### config.mk
export PLATFORM = sky130hd
export DESIGN_NAME = ram_bist_ctrl
export DESIGN_NICKNAME = d
export VERILOG_FILES = /design/src/rtl/ram_bist_ctrl.sv
export SDC_FILE = /design/constraint.sdc
export NUM_CORES = 1
export LEC_CHECK = 0
export ABC_AREA = 1
export BUFFER_PORTS_ARGS = -buffer_cell sky130_fd_sc_hd__buf_2
export CELL_PAD_IN_SITES_DETAIL_PLACEMENT = 0
export CELL_PAD_IN_SITES_GLOBAL_PLACEMENT = 2
export CORE_ASPECT_RATIO = 0.8
export CORE_MARGIN = 8
export CORE_UTILIZATION = 32
export CTS_CLUSTER_SIZE = 20
export DETAILED_ROUTE_END_ITERATION = 6
export GPL_ROUTABILITY_DRIVEN = 0
export GPL_TIMING_DRIVEN = 0
export MAX_ROUTING_LAYER = met4
export PLACE_DENSITY = 0.86
export SYNTH_ARGS = -nofsm -noshare
export SYNTH_HDL_FRONTEND = slang
export SYNTH_SLANG_ARGS = --single-unit
### constraint.sdc
create_clock -name clk -period 5.8 [get_ports clk]
set_input_delay 1.16 -clock clk [delete_from_list [all_inputs] [get_ports clk]]
set_output_delay 1.16 -clock clk [all_outputs]
set_load 0.005 [all_outputs]
### src/rtl/ram_bist_ctrl.sv
// Purpose: march-test initiator for one RAM port; reports pass/fail plus the first failing address and data.
// Latency: a clean run keeps busy high for 6*2^ADDR_W cycles; each lost write adds 2 cycles.
// Backpressure: a write without wr_ack is re-issued, and after MAX_RETRY consecutive misses the test stops with ack_err.
module ram_bist_ctrl #(
    parameter int                  ADDR_W    = 11,
    parameter int                  DATA_W    = 8,
    parameter logic [DATA_W-1:0]   SEED      = 8'hA5,
    parameter int                  MAX_RETRY = 3
) (
    input  logic              clk,
    input  logic              reset,
    input  logic              start,
    output logic              busy,
    output logic              done,
    output logic              pass,
    output logic              ack_err,
    output logic [ADDR_W-1:0] fail_addr,
    output logic [DATA_W-1:0] fail_exp,
    output logic [DATA_W-1:0] fail_got,
    output logic              wr_en,
    output logic              rd_en,
    output logic [ADDR_W-1:0] address,
    output logic [DATA_W-1:0] data_out,
    input  logic              wr_ack,
    input  logic [DATA_W-1:0] rd_data
);

    localparam int                RW  = $clog2(MAX_RETRY + 1);
    localparam logic [ADDR_W-1:0] TOP = {ADDR_W{1'b1}};

    typedef enum logic [2:0] {IDLE, WR, WR_ACK, RD, RDW, RDW_ACK, RDN, FIN} state_t;

    state_t            state;
    logic [RW-1:0]     retry_cnt;
    logic [DATA_W-1:0] exp_dat;
    logic              mismatch;

    // Seed pattern: address zero-extended (or truncated) to the data width, then XORed with the seed.
    function automatic logic [DATA_W-1:0] pat(input logic [ADDR_W-1:0] a);
        logic [ADDR_W+DATA_W-1:0] wide;
        wide = {{DATA_W{1'b0}}, a};
        return wide[DATA_W-1:0] ^ SEED;
    endfunction

    // Expected read data: plain pattern in the ascending pass, inverse pattern in the descending pass.
    always_comb begin
        exp_dat = pat(address);
        if (state == RDN) begin
            exp_dat = ~pat(address);
        end
    end

    assign mismatch = (rd_data != exp_dat);

    // March sequencer. Every output is registered and set up for the state being entered.
    always_ff @(posedge clk) begin
        if (reset) begin
            state     <= IDLE;
            retry_cnt <= '0;
            busy      <= 1'b0;
            done      <= 1'b0;
            pass      <= 1'b0;
            ack_err   <= 1'b0;
            fail_addr <= '0;
            fail_exp  <= '0;
            fail_got  <= '0;
            wr_en     <= 1'b0;
            rd_en     <= 1'b0;
            address   <= '0;
            data_out  <= '0;
        end else begin
            case (state)
                IDLE: begin
                    if (start) begin
                        busy      <= 1'b1;
                        done      <= 1'b0;
                        pass      <= 1'b0;
                        ack_err   <= 1'b0;
                        fail_addr <= '0;
                        fail_exp  <= '0;
                        fail_got  <= '0;
                        retry_cnt <= '0;
                        address   <= '0;
                        wr_en     <= 1'b1;
                        data_out  <= pat('0);
                        state     <= WR;
                    end
                end
                WR: begin
                    wr_en <= 1'b0;
                    state <= WR_ACK;
                end
                RDW: begin
                    wr_en <= 1'b0;
                    state <= RDW_ACK;
                end
                WR_ACK, RDW_ACK: begin
                    if (wr_ack) begin
                        retry_cnt <= '0;
                        if (state == WR_ACK) begin
                            if (address == TOP) begin
                                address <= '0;
                                rd_en   <= 1'b1;
                                state   <= RD;
                            end else begin
                                address  <= address + 1'b1;
                                data_out <= pat(address + 1'b1);
                                wr_en    <= 1'b1;
                                state    <= WR;
                            end
                        end else begin
                            // Address holds at TOP when entering the descending pass.
                            rd_en <= 1'b1;
                            if (address == TOP) begin
                                state <= RDN;
                            end else begin
                                address <= address + 1'b1;
                                state   <= RD;
                            end
                        end
                    end else if (retry_cnt == RW'(MAX_RETRY - 1)) begin
                        busy      <= 1'b0;
                        done      <= 1'b1;
                        pass      <= 1'b0;
                        ack_err   <= 1'b1;
                        fail_addr <= address;
                        state     <= FIN;
                    end else begin
                        // Lost arbitration: re-issue the same write; data_out still holds its data.
                        retry_cnt <= retry_cnt + 1'b1;
                        wr_en     <= 1'b1;
                        state     <= (state == WR_ACK) ? WR : RDW;
                    end
                end
                RD, RDN: begin
                    if (mismatch) begin
                        rd_en     <= 1'b0;
                        busy      <= 1'b0;
                        done      <= 1'b1;
                        pass      <= 1'b0;
                        fail_addr <= address;
                        fail_exp  <= exp_dat;
                        fail_got  <= rd_data;
                        state     <= FIN;
                    end else if (state == RD) begin
                        rd_en    <= 1'b0;
                        wr_en    <= 1'b1;
                        data_out <= ~pat(address);
                        state    <= RDW;
                    end else if (address == '0) begin
                        rd_en <= 1'b0;
                        busy  <= 1'b0;
                        done  <= 1'b1;
                        pass  <= 1'b1;
                        state <= FIN;
                    end else begin
                        address <= address - 1'b1;
                    end
                end
                FIN: begin
                    state <= IDLE;
                end
                default: begin
                    state <= IDLE;
                end
            endcase
        end
    end

endmodule

==> flow_metrics.tcl, run 1 <==
set metrics [dict create \
    status "finished clean" \
    synth_area_leaders "dfxtp_1 (32%), nand2_1 (14%), nor2_1 (8.6%)" \
    cts_tree "done" \
    finish.utilization 0.402 \
    grt_max_degree 12 \
    p_leak_nw 2.04 \
    syn_area_um2 3560 \
    worstPathRequired_ns 5.98 \
    yosys_warnings 0 \
    cts-buffers-inserted 9 \
    async_flop_share 0 \
    viasPerCell 4.93 \
    whs_path_depth 2 \
    dr_total_vias 3822 \
    cts.root.buffer_cell "clkbuf_16" \
    postCtsHoldBufs 0 \
    worstRegToRegCells 11 \
    fillers 1183 \
    layout-drive-gt1-share 0.215 \
    nNetsFinal 643 \
    postSynthAreaPerCell_um2 6.43 \
    rsz0062_at_grt "false" \
    diodes 0 \
    die_h_um 110 \
    finalHoldViolations 0 \
    synth_area_leader_cell "dfxtp_1" \
    seq_area_frac_synth 0.321 \
    synthCells 553 \
    path_clk_slew_ns 0.05 \
    wl_per_cell_um 16.0 \
    cts_sinks 57 \
    cts-resized-gates 0 \
    ant_nets 0 \
    grt_pass1_wl_um 19600 \
    h-tree-depth 3 \
    die_x_um 134 \
    antenna_found_initial 0 \
    synth_edf_count 0 \
    post_cts_buffers 0 \
    clkLatencyLatePin_ns 0.34 \
    place_ws_ns 3.15 \
    max_freq_mhz 392 \
    rrSetupSlack_ns 3.25 \
    worstPathMaxFanout 9 \
    io_pins 64 \
    hp-class "flop to flop" \
    synth_top_flop_cell "dfxtp_1" \
    syn_to_final_growth_pct 22.5 \
    dr.pass1.iters 5 \
    synthMostInstantiatedCell "nand2_1" \
    synth_cell_types 40 \
    die-area_um2 14800 \
    dp_hpwl_um 9700 \
    tightestPinTransition_ns 0.774 \
    r2r-start "address[3]$_SDFFE_PP0P_" \
    ys_seq_elements 57 \
    max_slew_margin 0.484 \
    peakVddDrop_mv 0.173 \
    grt_pass1_vias 3602 \
    finalCritPeriodShare 0.440 \
    cts_buffer_depth 2 \
    overflow 0 \
    portBuffers 63 \
    min_period_ns 2.55 \
    reg2reg_to "data_out[7]$_SDFFE_PP0P_" \
    worstSetupStartpoint "address[3]$_SDFFE_PP0P_" \
    fin_ws_ns 3.25 \
    endpoint_kind "flop" \
    setup.worst_path.class "flop to flop" \
    num_rows 34 \
    power_density_nw_per_um2 558 \
    slew_violations 0 \
    crit_end "data_out[7]$_SDFFE_PP0P_" \
    finClkSkew_ns 0.00902 \
    critPathArrivalTime_ns 2.73 \
    track_usage 0.177 \
    crit_path_start_kind "flop" \
    synthTopCellsByCount "nand2_1 (129), nor2_1 (82), dfxtp_1 (57), a21oi_1 (52), inv_1 (46)" \
    synth_top_area_share 0.321 \
    detail_route.iter0.violations 242 \
    setup_tns_ns 0 \
    start_util 0.328 \
    setup_violations 0 \
    core-area_um2 10800 \
    drv_cap 0 \
    drt-total-wl_um 12400 \
    drc 0 \
    syn_nets 569 \
]
==> worst min path at each step <==
| stage | start | endpoint | slack, ns |
|---|---|---|---|
| after detailed placement | retry_cnt[1]$_SDFFE_PP0P_ | retry_cnt[1]$_SDFFE_PP0P_ | 0.44 |
| after floorplan | retry_cnt[1]$_SDFFE_PP0P_ | retry_cnt[1]$_SDFFE_PP0P_ | 0.43 |
| after CTS | retry_cnt[1]$_SDFFE_PP0P_ | retry_cnt[1]$_SDFFE_PP0P_ | 0.45 |
| after global routing | fail_exp[6]$_SDFFE_PP0P_ | fail_exp[6]$_SDFFE_PP0P_ | 0.47 |
| final | retry_cnt[1]$_SDFFE_PP0P_ | retry_cnt[1]$_SDFFE_PP0P_ | 0.45 |
| after global placement | pass$_SDFFE_PP0P_ | pass$_SDFFE_PP0P_ | 0.44 |
==> registers in the layout, summed over array words and instances (netlist names), 2 cells and up <==
register	flops
fail_addr	11
fail_got	8
fail_exp	8
retry_cnt	2
state	3
data_out	8
address	11
==> kinds of logic (layout without fill, tap and decap cells) <==
family | after synthesis | after routing | share of synthesized area
fa+ha+maj | 4 | 4 | 0.0141
compound gates | 106 | 106 | 0.165
xor+xnor | 4 | 4 | 0.00985
buf+inv | 77 | 156 | 0.0988
flops | 57 | 57 | 0.321
simple gates | 305 | 305 | 0.392
==> placed cells by master, fill, tap and decap left out, drive strengths merged, types with 2 or more instances in the layout <==
cell        n
ha          4
nor3        6
nand3      38
nand4      20
o22ai       2
nor2       86
or2         3
inv        47
buf        78
a31oi       3
nand3b      2
a21oi      60
o21ai      34
xor2        3
dfxtp      57
clkinv      3
clkinvlp    2
nand2     150
o31ai       2
clkbuf     25
==> critical path, cell delays in order, from the launching register on <==
cell	delay (ns)
dfxtp_1	0.31
clkbuf_1	0.24
inv_1	0.26
nor2_1	0.11
nand3_1	0.21
inv_1	0.09
nand2_1	0.11
nand2_1	0.09
nor3_2	0.48
nand3_2	0.29
nand2_1	0.13
a21oi_1	0.07
==> report_power, final <==
group / internal, mW / switching (mW) / leakage [nW]
sequential: 0.512 / 0.0762 / 0.467
clock: 0.344 / 0.201 / 0.145
combinational: 0.436 / 0.864 / 1.43
==> final cells by class <==
| type | instances | area [um^2] | area share |
|---|---|---|---|
| plain buffers | 30 | 175 | 0.0402 |
| clock buffers | 10 | 239 | 0.0548 |
| clock inverters | 6 | 67.6 | 0.0155 |
| inverters | 47 | 176 | 0.0405 |
| multi-input cells | 419 | 2070 | 0.474 |
| flip-flops and latches | 57 | 1140 | 0.262 |
| well taps | 144 | 180 | 0.0413 |
| repair buffers | 63 | 315 | 0.0723 |
==> layer usage <==
metal | share of wire | vias up | track usage
li1 | - | 1956 | -
met1 | 0.50 | 1733 | 0.238
met2 | 0.41 | 116 | 0.251
met3 | 0.079 | 17 | 0.0476
met4 | 0.014 | 0 | 0.0552
met5 | 0 | - | -
==> stage by stage <==
step,hold slack (ns),cell area (um^2),total power [mW],std cells
after floorplan,0.427,3560,1.48,553
after global placement,0.436,4050,1.88,760
after detailed placement,0.444,4050,1.89,760
after CTS,0.451,4360,2.44,776
after global routing,0.473,4360,2.64,776
final,0.451,4360,2.43,776
Power figures use the tool's default switching activity.
==> run 2: changes to the inputs <==
Settings changed: CORE_UTILIZATION 32 to 27, PLACE_DENSITY 0.86 to 0.77.
Clock period 5.8 ns to 2.2 ns, I/O delays scaled along.
==> run 2 against run 1 <==
  * Clock skew fell by 0.0015 ns
  * Register-to-register slack got worse by 3.2 ns
  * Combinational power rose to 2.9 times the previous value
  * Utilization fell by 3.4 points
  * Setup slack got worse by 3.2 ns
  * Global-route usage fell by 1.5 points
  * Non-clock buffer count rose by 14
  * Final cell count rose by 5.7%
  * Critical path depth rose by 4
  * Fmax rose by 19%
==> flow_metrics.tcl, run 2 (synthesized netlist as in run 1, its figures left out) <==
set metrics [dict create \
    setup_violations 0 \
    cts_tree "done" \
    nNetsFinal 657 \
    path_clk_slew_ns 0.06 \
    p_sw_mw 3.17 \
    finish.utilization 0.368 \
    endpoint_kind "flop" \
    swShare 0.468 \
    diodes 0 \
    r2r-start "state[0]$_SDFFE_PP0P_" \
    dr_total_vias 3937 \
    portBuffers 63 \
    grt_pass1_vias 3858 \
    whs_path_depth 2 \
    viasPerCell 4.80 \
    finalCritPeriodShare 0.973 \
    pwr-share-seq 0.241 \
    min_from "reset" \
    finalHoldViolations 0 \
    io_pins 64 \
    worstPathMaxFanout 6 \
    ant_nets 0 \
    path_cells "inv_6 -> nand3_4 -> buf_8 -> nand2_2 -> nand2_4 -> nand2_1 -> nand2_2 -> nand2_2 -> nor2_4 -> nand2_2 -> nand2_4 -> buf_6 -> buf_4 -> nand4_1 -> a21oi_1" \
    wl_per_cell_um 16.1 \
    status "finished clean" \
    finClkSkew_ns 0.00749 \
    fin_ws_ns 0.0585 \
    p_leak_nw 2.16 \
    grt_pass1_wl_um 20900 \
    drt-total-wl_um 13200 \
    syn_to_final_growth_pct 33.1 \
    dpl_cell_area_um2 4090 \
    max_slew_margin 0.484 \
    worstRegToRegCells 15 \
    reg_top3 "address (11), fail_addr (11)" \
    combPwrFrac 0.555 \
    min_period_ns 2.14 \
    grt_max_degree 12 \
    cpPeakStageDelay_ns 0.40 \
    core-area_um2 12900 \
    fillers 1471 \
    clockPowerShare 0.203 \
    cts_buffer_depth 2 \
    critPathArrivalTime_ns 2.40 \
    worstPathRequired_ns 2.46 \
    reg2reg_to "data_out[2]$_SDFFE_PP0P_" \
    cts-buffers-inserted 9 \
    die_h_um 119 \
    holdPathEnd "rd_en$_SDFFE_PP0P_" \
    rrSetupSlack_ns 0.06 \
    overflow 0 \
    die-area_um2 17100 \
    dr.pass1.iters 5 \
    peakVddDrop_mv 0.515 \
    clkLatencyLatePin_ns 0.34 \
    final_cell_mix "nand2_1 (119), nor2_1 (76), buf_2 (67)" \
    h-tree-depth 3 \
    dp_hpwl_um 10100 \
    crit_path_frequent_cell "nand2_2" \
    slew_violations 0 \
    cts_sinks 57 \
    setup.worst_path.class "flop to flop" \
    slowest_stage "dfxtp_4" \
    start_util 0.276 \
    layout-drive-gt1-share 0.301 \
    postCtsHoldBufs 0 \
    antenna_found_initial 0 \
    drv_cap 0 \
    tightestPinTransition_ns 0.774 \
    drc 0 \
    detail_route.iter0.violations 306 \
    place_ws_ns -0.399 \
    power_mw 6.79 \
    cts.root.buffer_cell "clkbuf_16" \
    fin_area_um2 4740 \
    holdWs_ns 0.343 \
    die_x_um 144 \
    max_freq_mhz 467 \
    p_int_mw 3.61 \
    crit_path_start_kind "flop" \
    track_usage 0.162 \
    final_common_cell "nand2_1" \
    num_rows 37 \
    hp-class "input pin to flop" \
    power_density_nw_per_um2 1430 \
]
[run 2: per-layer routing]
layer	routed length (um)	share of wire	global-route usage	vias up
met1	6740	0.51	0.226	1803
met4	215	0.016	0.0519	0
li1	-	-	-	2002
met3	883	0.067	0.0346	18
met5	0	0	-	-
met2	5390	0.41	0.225	114
[run 2: critical path: cells and delay by family, from the launching register on]
kind                   cells  cell delay [ns]
and+or+nand+nor           10             1.02
buffers and inverters      4             0.48
DFF                        1             0.40
AOI/OAI and AO/OA          1             0.16
[run 2: cell type report]
cell class,count,area [um^2],share of cell area
inverter,47,196,0.0415
multi-input combinational,419,2200,0.465
timing repair buffer,80,473,0.0999
clock buffer,9,225,0.0476
clock inverter,6,60.1,0.0127
buffer,27,205,0.0433
tap,175,219,0.0462
sequential,57,1150,0.244
[run 2: worst max path at each step]
stage | end | start | slack, ns | depth (start not counted)
2_1_floorplan | fail_got[3]$_SDFFE_PP0P_ | address[2]$_SDFFE_PP0P_ | 0.32 | 15
3_3_place_gp | data_out[4]$_SDFFE_PP0P_ | address[3]$_SDFFE_PP0P_ | -0.40 | 11
3_5_place_dp | data_out[7]$_SDFFE_PP0P_ | address[3]$_SDFFE_PP0P_ | -0.40 | 11
4_1_cts | fail_addr[4]$_SDFFE_PP0P_ | state[0]$_SDFFE_PP0P_ | 0.005 | 13
5_1_grt | data_out[0]$_SDFFE_PP0P_ | state[0]$_SDFFE_PP0P_ | -0.02 | 14
6_report | data_out[2]$_SDFFE_PP0P_ | state[0]$_SDFFE_PP0P_ | 0.06 | 15
[run 2: repair_timing]
| item | 4_1_cts | 5_1_grt |
|---|---|---|
| resized for setup | 15 | 63 |
| setup buffers | 4 | 12 |
| gates cloned | 0 | 1 |
| pin swaps | 1 | 17 |
| setup endpoints to repair | 50 | 52 |
[run 2: through the flow]
stage / instances / setup TNS (ns)
after floorplan: 553 / 0
after global placement: 791 / -12.28
after detailed placement: 791 / -11.76
after CTS: 807 / 0
after global routing: 820 / -0.119
final: 820 / 0
[run 2: power groups by stage]
stage	clock network (mW)	registers, mW	logic [mW]
2_1_floorplan	0	1.56	2.35
3_3_place_gp	0	1.56	3.43
3_5_place_dp	0	1.57	3.44
4_1_cts	1.42	1.62	3.45
5_1_grt	1.46	1.68	4.21
6_report	1.38	1.64	3.77
